<file path="src/rtl/pyhdl_via_event_hub.sv">
// Multi-channel event collector feeding the VIA root listener.
// N_CHANNELS valid/ready event streams are merged by round-robin arbitration into a
// DEPTH-entry FIFO whose head is presented first-word-fall-through on a single
// valid/ready port, tagged with the source channel.
//
// Ports:
//   clock, reset           single clock, synchronous active-high reset
//   chan_en                per-channel enable; a disabled channel is sunk and its events counted
//   ev_valid/ev_ready      per-channel event handshake
//   ev_data                channel i payload at [i*DATA_W +: DATA_W]
//   out_valid/out_ready    FIFO head handshake (pop on both high)
//   out_data, out_chan     head payload and source channel
//   out_ts                 head timestamp (only with PYHDL_IF_VIA_EVENT_TIMESTAMP_EN)
//   count                  FIFO occupancy
//   drop_count             saturating count of events discarded on disabled channels
//
// Optional feature: define PYHDL_IF_VIA_EVENT_TIMESTAMP_EN to stamp each entry with a
// free-running cycle counter and expose it on out_ts.
module pyhdl_via_event_hub #(
  parameter int unsigned N_CHANNELS = 4,
  parameter int unsigned DATA_W     = 32,
  parameter int unsigned DEPTH      = 16,
  parameter int unsigned TS_W       = 32,
  localparam int unsigned CHAN_W    = (N_CHANNELS > 1) ? $clog2(N_CHANNELS) : 1,
  localparam int unsigned PTR_W     = $clog2(DEPTH),
  localparam int unsigned CNT_W     = PTR_W + 1
) (
  input  logic                         clock,
  input  logic                         reset,
  input  logic [N_CHANNELS-1:0]        chan_en,
  input  logic [N_CHANNELS-1:0]        ev_valid,
  output logic [N_CHANNELS-1:0]        ev_ready,
  input  logic [N_CHANNELS*DATA_W-1:0] ev_data,
  output logic                         out_valid,
  input  logic                         out_ready,
  output logic [DATA_W-1:0]            out_data,
  output logic [CHAN_W-1:0]            out_chan,
`ifdef PYHDL_IF_VIA_EVENT_TIMESTAMP_EN
  output logic [TS_W-1:0]              out_ts,
`endif
  output logic [CNT_W-1:0]             count,
  output logic [15:0]                  drop_count
);

  logic [CHAN_W-1:0] rr_last_q, rr_last_d;
  logic [PTR_W-1:0]  wr_ptr_q, wr_ptr_d;
  logic [PTR_W-1:0]  rd_ptr_q, rd_ptr_d;
  logic [CNT_W-1:0]  count_q, count_d;
  logic [15:0]       drop_count_q, drop_count_d;

  logic [DATA_W-1:0] mem_data_q [DEPTH];
  logic [CHAN_W-1:0] mem_chan_q [DEPTH];

  logic [N_CHANNELS-1:0] cand;
  logic [N_CHANNELS-1:0] cand_shift;
  logic [N_CHANNELS-1:0] grant_oh;
  logic                  grant_valid;
  logic [CHAN_W-1:0]     grant_idx;
  logic [DATA_W-1:0]     grant_data;
  logic                  full;
  logic                  push;
  logic                  pop;
  logic [16:0]           drop_sum;

  // Round-robin scan starting just after the last channel that actually pushed.
  always_comb begin
    int unsigned idx;
    cand        = ev_valid & chan_en;
    cand_shift  = '0;
    grant_valid = 1'b0;
    grant_idx   = '0;
    idx         = 0;
    for (int unsigned k = 1; k <= N_CHANNELS; k++) begin
      idx        = (32'(rr_last_q) + k) % N_CHANNELS;
      cand_shift = cand >> idx;
      if (!grant_valid && cand_shift[0]) begin
        grant_valid = 1'b1;
        grant_idx   = idx[CHAN_W-1:0];
      end
    end
  end

  always_comb begin
    full       = (count_q == CNT_W'(DEPTH));
    push       = grant_valid && !full;  // no bypass: a same-cycle pop does not free a slot
    pop        = (count_q != '0) && out_ready;
    grant_oh   = push ? (N_CHANNELS'(1) << grant_idx) : '0;
    ev_ready   = ~chan_en | grant_oh;
    grant_data = ev_data[32'(grant_idx) * DATA_W +: DATA_W];
  end

  always_comb begin
    rr_last_d = push ? grant_idx : rr_last_q;
    wr_ptr_d  = push ? wr_ptr_q + PTR_W'(1) : wr_ptr_q;
    rd_ptr_d  = pop ? rd_ptr_q + PTR_W'(1) : rd_ptr_q;
    count_d   = count_q;
    unique case ({push, pop})
      2'b10:   count_d = count_q + CNT_W'(1);
      2'b01:   count_d = count_q - CNT_W'(1);
      default: count_d = count_q;
    endcase
    drop_sum     = {1'b0, drop_count_q} + 17'($countones(ev_valid & ~chan_en));
    drop_count_d = drop_sum[16] ? 16'hFFFF : drop_sum[15:0];
  end

  always_ff @(posedge clock) begin
    if (reset) begin
      rr_last_q    <= CHAN_W'(N_CHANNELS - 1);
      wr_ptr_q     <= '0;
      rd_ptr_q     <= '0;
      count_q      <= '0;
      drop_count_q <= '0;
    end else begin
      rr_last_q    <= rr_last_d;
      wr_ptr_q     <= wr_ptr_d;
      rd_ptr_q     <= rd_ptr_d;
      count_q      <= count_d;
      drop_count_q <= drop_count_d;
    end
  end

  // Storage needs no reset; occupancy alone decides what is valid.
  always_ff @(posedge clock) begin
    if (push && !reset) begin
      mem_data_q[wr_ptr_q] <= grant_data;
      mem_chan_q[wr_ptr_q] <= grant_idx;
    end
  end

`ifdef PYHDL_IF_VIA_EVENT_TIMESTAMP_EN
  logic [TS_W-1:0] ts_q, ts_d;
  logic [TS_W-1:0] mem_ts_q [DEPTH];

  always_comb begin
    ts_d = ts_q + TS_W'(1);
  end

  always_ff @(posedge clock) begin
    if (reset) begin
      ts_q <= '0;
    end else begin
      ts_q <= ts_d;
    end
  end

  always_ff @(posedge clock) begin
    if (push && !reset) begin
      mem_ts_q[wr_ptr_q] <= ts_q;
    end
  end

  assign out_ts = mem_ts_q[rd_ptr_q];
`endif

  assign out_valid  = (count_q != '0);
  assign out_data   = mem_data_q[rd_ptr_q];
  assign out_chan   = mem_chan_q[rd_ptr_q];
  assign count      = count_q;
  assign drop_count = drop_count_q;

endmodule
</file>
<file path="config.mk">
export PLATFORM = sky130hd
export DESIGN_NAME = pyhdl_via_event_hub
export DESIGN_NICKNAME = d
export VERILOG_FILES = /design/src/rtl/pyhdl_via_event_hub.sv
export SDC_FILE = /design/constraint.sdc
export NUM_CORES = 1
export LEC_CHECK = 0
export ABC_AREA = 1
export CAP_MARGIN = 20
export CORE_MARGIN = 4
export CORE_UTILIZATION = 50
export DETAILED_ROUTE_END_ITERATION = 10
export HOLD_SLACK_MARGIN = 0.06
export MAX_ROUTING_LAYER = met4
export PLACE_DENSITY = 0.74
export SKIP_CTS_REPAIR_TIMING = 1
export SYNTH_ARGS = -nofsm -noshare
export SYNTH_HDL_FRONTEND = slang
export SYNTH_SLANG_ARGS = --single-unit
</file>
<file path="constraint.sdc">
create_clock -name clock -period 4.85 [get_ports clock]
set_input_delay 1.455 -clock clock [delete_from_list [all_inputs] [get_ports clock]]
set_output_delay 1.455 -clock clock [all_outputs]
set_load 0.005 [all_outputs]
</file>
==> results.env <==
CLOCK_INSERTION_DELAY_WORST_SKEW_NS=0.62
WORST_HOLD_PATH_TYPE='reg -> reg'
WIRE_PER_INST_UM=20.6
FINALWEIGHTEDCONGESTION=0.883
TIMING.FINAL.HOLD_VIOLATIONS=0
MAX_CLOCK_FREQ_MHz=217
DRV_CAP=0
CTS_NUM_SINKS=579
DETAILEDPLACEMENTHPWL_UM=35700
MAPPEDNETLISTNETS=2227
GROUTE.LAYER.MET3.USAGE_PCT=3.05
YOSYSUNIQUECELLTYPES=36
RESULT_OF_THE_RUN='finished, final reports clean'
VIA_COUNT_OF_THE_FIRST_GLOBAL_ROUTING_PASS=16757
SYNTH_FLOP_TYPE='sky130_fd_sc_hd__edfxtp_1'
HOLD-WORST-SLACK_NS=0.503
CRITPATHMAXSTAGEDELAY_NS=0.50
R2R_SLACK_NS=1.63
ENDPOINT_OF_THE_WORST_REGISTER_TO_REGISTER_PATH='count[4]$_SDFFE_PP0P_'
SETUP_VIOL=0
HIGHEST_NET_FANOUT_ALONG_THE_WORST_PATH=5
DIODES=0
MET1_USAGE_PCT=31.2
SYNTH-EDFF-COUNT=544
GLOBAL_ROUTE.PEAK_USAGE_LAYER='met2'
CTS-BUFFERS-INSERTED=56
GLOBAL_ROUTE.USAGE.TOTAL_PCT=23.2
DRT_PRE_ANTENNA_ITERS=6
SYNTH_TOP_AREA_SHARE_PCT=65.0
CP.BUFFERS_INVERTERS=2
FLOORPLAN.DIE.WIDTH_UM=232
ANT_NETS=0
CP_DATA_ARRIVAL_TIME_NS=3.16
VIA_COUNT=16745
CTS_TREE='yes'
IO_BUFFER_COUNT=198
CTS_HTREE_LEVELS=2
GRT_PASS1_WL_UM=94300
FINAL_CRITICAL_PATH_SETUP_SLACK_NS=0.233
POWER_LEAKAGE_nW=10.9
DETAIL_ROUTE.DRC_VIOLATIONS=0
DRT_ITER0_MARKERS=1450
GRT_START_MAX_NET_PINS=137
HOLDCRITSTARTPOINT='wr_ptr_q[3]$_SDFFE_PP0P_'
TIMING.FINAL.CRIT_SHARE_PCT=95.2
CP_CELL_INSTANCES='dlymetal6s2s_1, nand2_1, nand2_1, nand2_1, nand2_2, nand2_4, and2_4, nand2_4, nand2_1, o21ai_2, nand3_1, nand2_1, clkdlybuf4s50_1'
CPLARGESTDELAYFAMILY='simple AND/OR/NAND/NOR gates'
P_PER_AREA_mW_PER_MM2=672
INSTANCES_NO_FILL=2962
RSZ0062_AT_GRT='no'
LAYOUT_MIN_CYCLE_TIME_NS=4.62
CRITICAL_PATH_LAUNCH_POINT_TYPE='input port'
GRT_USE_MET2_PCT=37.4
PLACEMENT_ROWS=81
FLOORPLAN.CORE_AREA_SQ_MM=0.0494
AVGSYNTHCELLAREA_SQ_UM=12.1
DIE_HEIGHT_UM=232
CRITICAL_PATH_REQUIRED_NS=3.39
VDD.IR_DROP.WORST_mV=0.774
IO_PINS=199
YOSYS-TOP-CELLS-AREA='sky130_fd_sc_hd__edfxtp_1 (65%), sky130_fd_sc_hd__mux2i_1 (5.4%), sky130_fd_sc_hd__nand2_1 (5.0%)'
REG2REG_START='rr_last_q[0]$_SDFFE_PP1P_'
TIMING.FINAL.MAX_SLEW_VIOLATIONS=0
CTS.REPORTEDPATHS.CLKPINSLEW_NS=0.06
CTS_BUFFER_DEPTH=3
CRITICAL_PATH.SLOWEST_CELL='sky130_fd_sc_hd__clkdlybuf4s50_1'
SEQ_AREA_FRAC_SYNTH_PCT=67.8
YS.WARNINGS.COUNT=0
INITIAL_UTILIZATION_PCT=50.9
WORSTREGTOREGCELLS=18
ANTENNA_FOUND_INITIAL=0
YOSYS_REGISTER_BITS=579
PLACE.DETAILED.INSTANCES=2858
MAX_SLEW.WORST_PIN.SLEW_NS=0.786
CRIT_PATH_END_KIND='output port'
LAYOUT.NETS=2405
AREAGROWTHSYNTHTOFINISH_PCT=19.4
CP_COMMON_CELL='sky130_fd_sc_hd__nand2_1'
LAYOUT-DRIVE-GT1-SHARE_PCT=8.22
FINAL.SETUP_SKEW_NS=0.0250
HOLD-PATH-CELL-COUNT=2
FINAL_TOTAL_NEGATIVE_SETUP_SLACK_NS=0
CRIT_TYPE='in -> out'
MAXSLEWHEADROOM_PCT=47.6
FINAL_CORE_UTILIZATION_PCT=60.8
YS_ASYNC_SR_FRACTION_PCT=0
POST-PLACE-WS_NS=-0.103
SYNTH_TOP_AREA_CELL='sky130_fd_sc_hd__edfxtp_1'
SYN-CELL-AREA_SQ_MM=0.0251
WORSTHOLDENDPOINT='wr_ptr_q[3]$_SDFFE_PP0P_'
POST_DRT_VIA_CELL_RATIO=5.65
GLOBAL_ROUTE.OVERFLOW_TOTAL=0
DRT_WL_TOTAL_UM=61000
NUMBER_OF_STANDARD_CELLS_AFTER_SYNTHESIS=2075
CLK_ROOT_BUFFER_CELL='sky130_fd_sc_hd__clkbuf_16'
FLOORPLAN.DIE_AREA_SQ_MM=0.0539
stage by stage:
step	power, W	cell area (sq um)
4_1_cts	0.0202	29900
2_1_floorplan	0.0131	25100
6_report	0.0202	30000
3_5_place_dp	0.0160	28200
5_1_grt	0.0213	30000
3_3_place_gp	0.0157	28100
registers in the layout (all words and copies together) (netlist names), named ones only:
signal      flops
rd_ptr_q        4
wr_ptr_q        4
mem_data_q    512
drop_count     16
mem_chan_q     32
rr_last_q       2
count           5
power breakdown:
group	leakage, nW	internal [W]	switching (W)	total (W)
clock	0.862	0.00237	0.00180	0.00417
sequential	5.23	0.00819	0.000203	0.00839
combinational	4.77	0.00218	0.00543	0.00760
total	10.9	0.0127	0.00743	0.0202
layout by cell type (no fill, tap or decap), drive strengths merged, types with 8 or more instances in the layout:
| cell | netlist | final |
|---|---|---|
| xor2 | 12 | 12 |
| inv | 177 | 179 |
| dlymetal6s2s | 0 | 8 |
| clkinv | 2 | 26 |
| nand4 | 69 | 69 |
| nand2 | 349 | 349 |
| mux2i | 136 | 136 |
| nand3 | 81 | 81 |
| edfxtp | 544 | 544 |
| nor2 | 46 | 46 |
| a21oi | 155 | 155 |
| buf | 60 | 57 |
| o211ai | 136 | 136 |
| clkbuf | 75 | 70 |
| clkdlybuf4s50 | 0 | 190 |
| dfxtp | 35 | 35 |
| ha | 10 | 10 |
| o21ai | 171 | 171 |
worst reg2reg max path, stage by stage, from the launching register on:
cell                      delay, ns
sky130_fd_sc_hd__dfxtp_1       0.65
sky130_fd_sc_hd__inv_2         0.21
sky130_fd_sc_hd__nand2_1       0.13
sky130_fd_sc_hd__nand2_1       0.12
sky130_fd_sc_hd__nand2_1       0.09
sky130_fd_sc_hd__nand2_1       0.08
sky130_fd_sc_hd__nand4_2       0.14
sky130_fd_sc_hd__nand2_1       0.10
sky130_fd_sc_hd__buf_4         0.19
sky130_fd_sc_hd__ha_1          0.28
sky130_fd_sc_hd__xor2_1        0.20
sky130_fd_sc_hd__ha_1          0.21
sky130_fd_sc_hd__a21o_1        0.18
sky130_fd_sc_hd__nand2_1       0.07
sky130_fd_sc_hd__nand2_1       0.05
sky130_fd_sc_hd__a21oi_1       0.14
sky130_fd_sc_hd__xor2_1        0.16
sky130_fd_sc_hd__nand2_1       0.06
sky130_fd_sc_hd__a21oi_1       0.11
Yosys cell counts (3+ instances only):
cell                         n
sky130_fd_sc_hd__nand3_1    77
sky130_fd_sc_hd__nand4_1    68
sky130_fd_sc_hd__inv_1     173
sky130_fd_sc_hd__fa_1        3
sky130_fd_sc_hd__buf_6       4
sky130_fd_sc_hd__o21ai_0   168
sky130_fd_sc_hd__edfxtp_1  544
sky130_fd_sc_hd__dfxtp_1    35
sky130_fd_sc_hd__inv_2       4
sky130_fd_sc_hd__mux2i_1   136
sky130_fd_sc_hd__xnor2_1     5
sky130_fd_sc_hd__o211ai_1  136
sky130_fd_sc_hd__nand3_2     4
sky130_fd_sc_hd__xor2_1     12
sky130_fd_sc_hd__nand2_1   336
sky130_fd_sc_hd__ha_1       10
sky130_fd_sc_hd__nand2_2    11
sky130_fd_sc_hd__a21oi_1   154
sky130_fd_sc_hd__clkbuf_1   75
sky130_fd_sc_hd__buf_1       5
sky130_fd_sc_hd__nor2_1     46
sky130_fd_sc_hd__buf_2      50
per-layer routing:
metal / vias to the layer above / routed length [um]
li1: 7872 / -
met1: 8137 / 25800
met2: 651 / 29400
met3: 85 / 4470
met4: 0 / 1450
met5: - / 0
worst max path at each step:
stage                      startpoint                          to  slack [ns]  cells after the start
final                      chan_en[1]                 ev_ready[0]        0.23                     13
after global routing       chan_en[1]                 ev_ready[0]         0.1                     13
after detailed placement   chan_en[1]                 ev_ready[0]       -0.10                     10
after CTS                  chan_en[1]                 ev_ready[0]       -0.11                     10
after global placement     chan_en[1]                 ev_ready[0]       -0.08                     10
after floorplan           ev_valid[0]  mem_chan_q[0][0]$_DFFE_PP_        0.72                      8
cell type report:
| cell class | count | area (sq um) |
|---|---|---|
| clock buffer | 70 | 1480 |
| fill | 3795 | 19300 |
| timing repair buffer | 255 | 2720 |
| sequential | 579 | 17000 |
| tap | 664 | 831 |
| inverter | 179 | 677 |
| clock inverter | 33 | 300 |
| multi-input combinational | 1182 | 6960 |
logic make-up (layout without fill, tap and decap cells):
group | count (synthesis) | count (layout) | share of synthesized area [%]
xor gates and xnor gates | 17 | 17 | 0.593
buffers and inverters | 314 | 537 | 5.07
and+or+nand+nor | 550 | 550 | 9.64
AOI/OAI and AO/OA | 466 | 466 | 10.7
DFF | 579 | 579 | 67.8
adders and majority gates | 13 | 13 | 0.737
muxes | 136 | 136 | 5.42
Note: power is estimated with default switching activity, not from simulation.
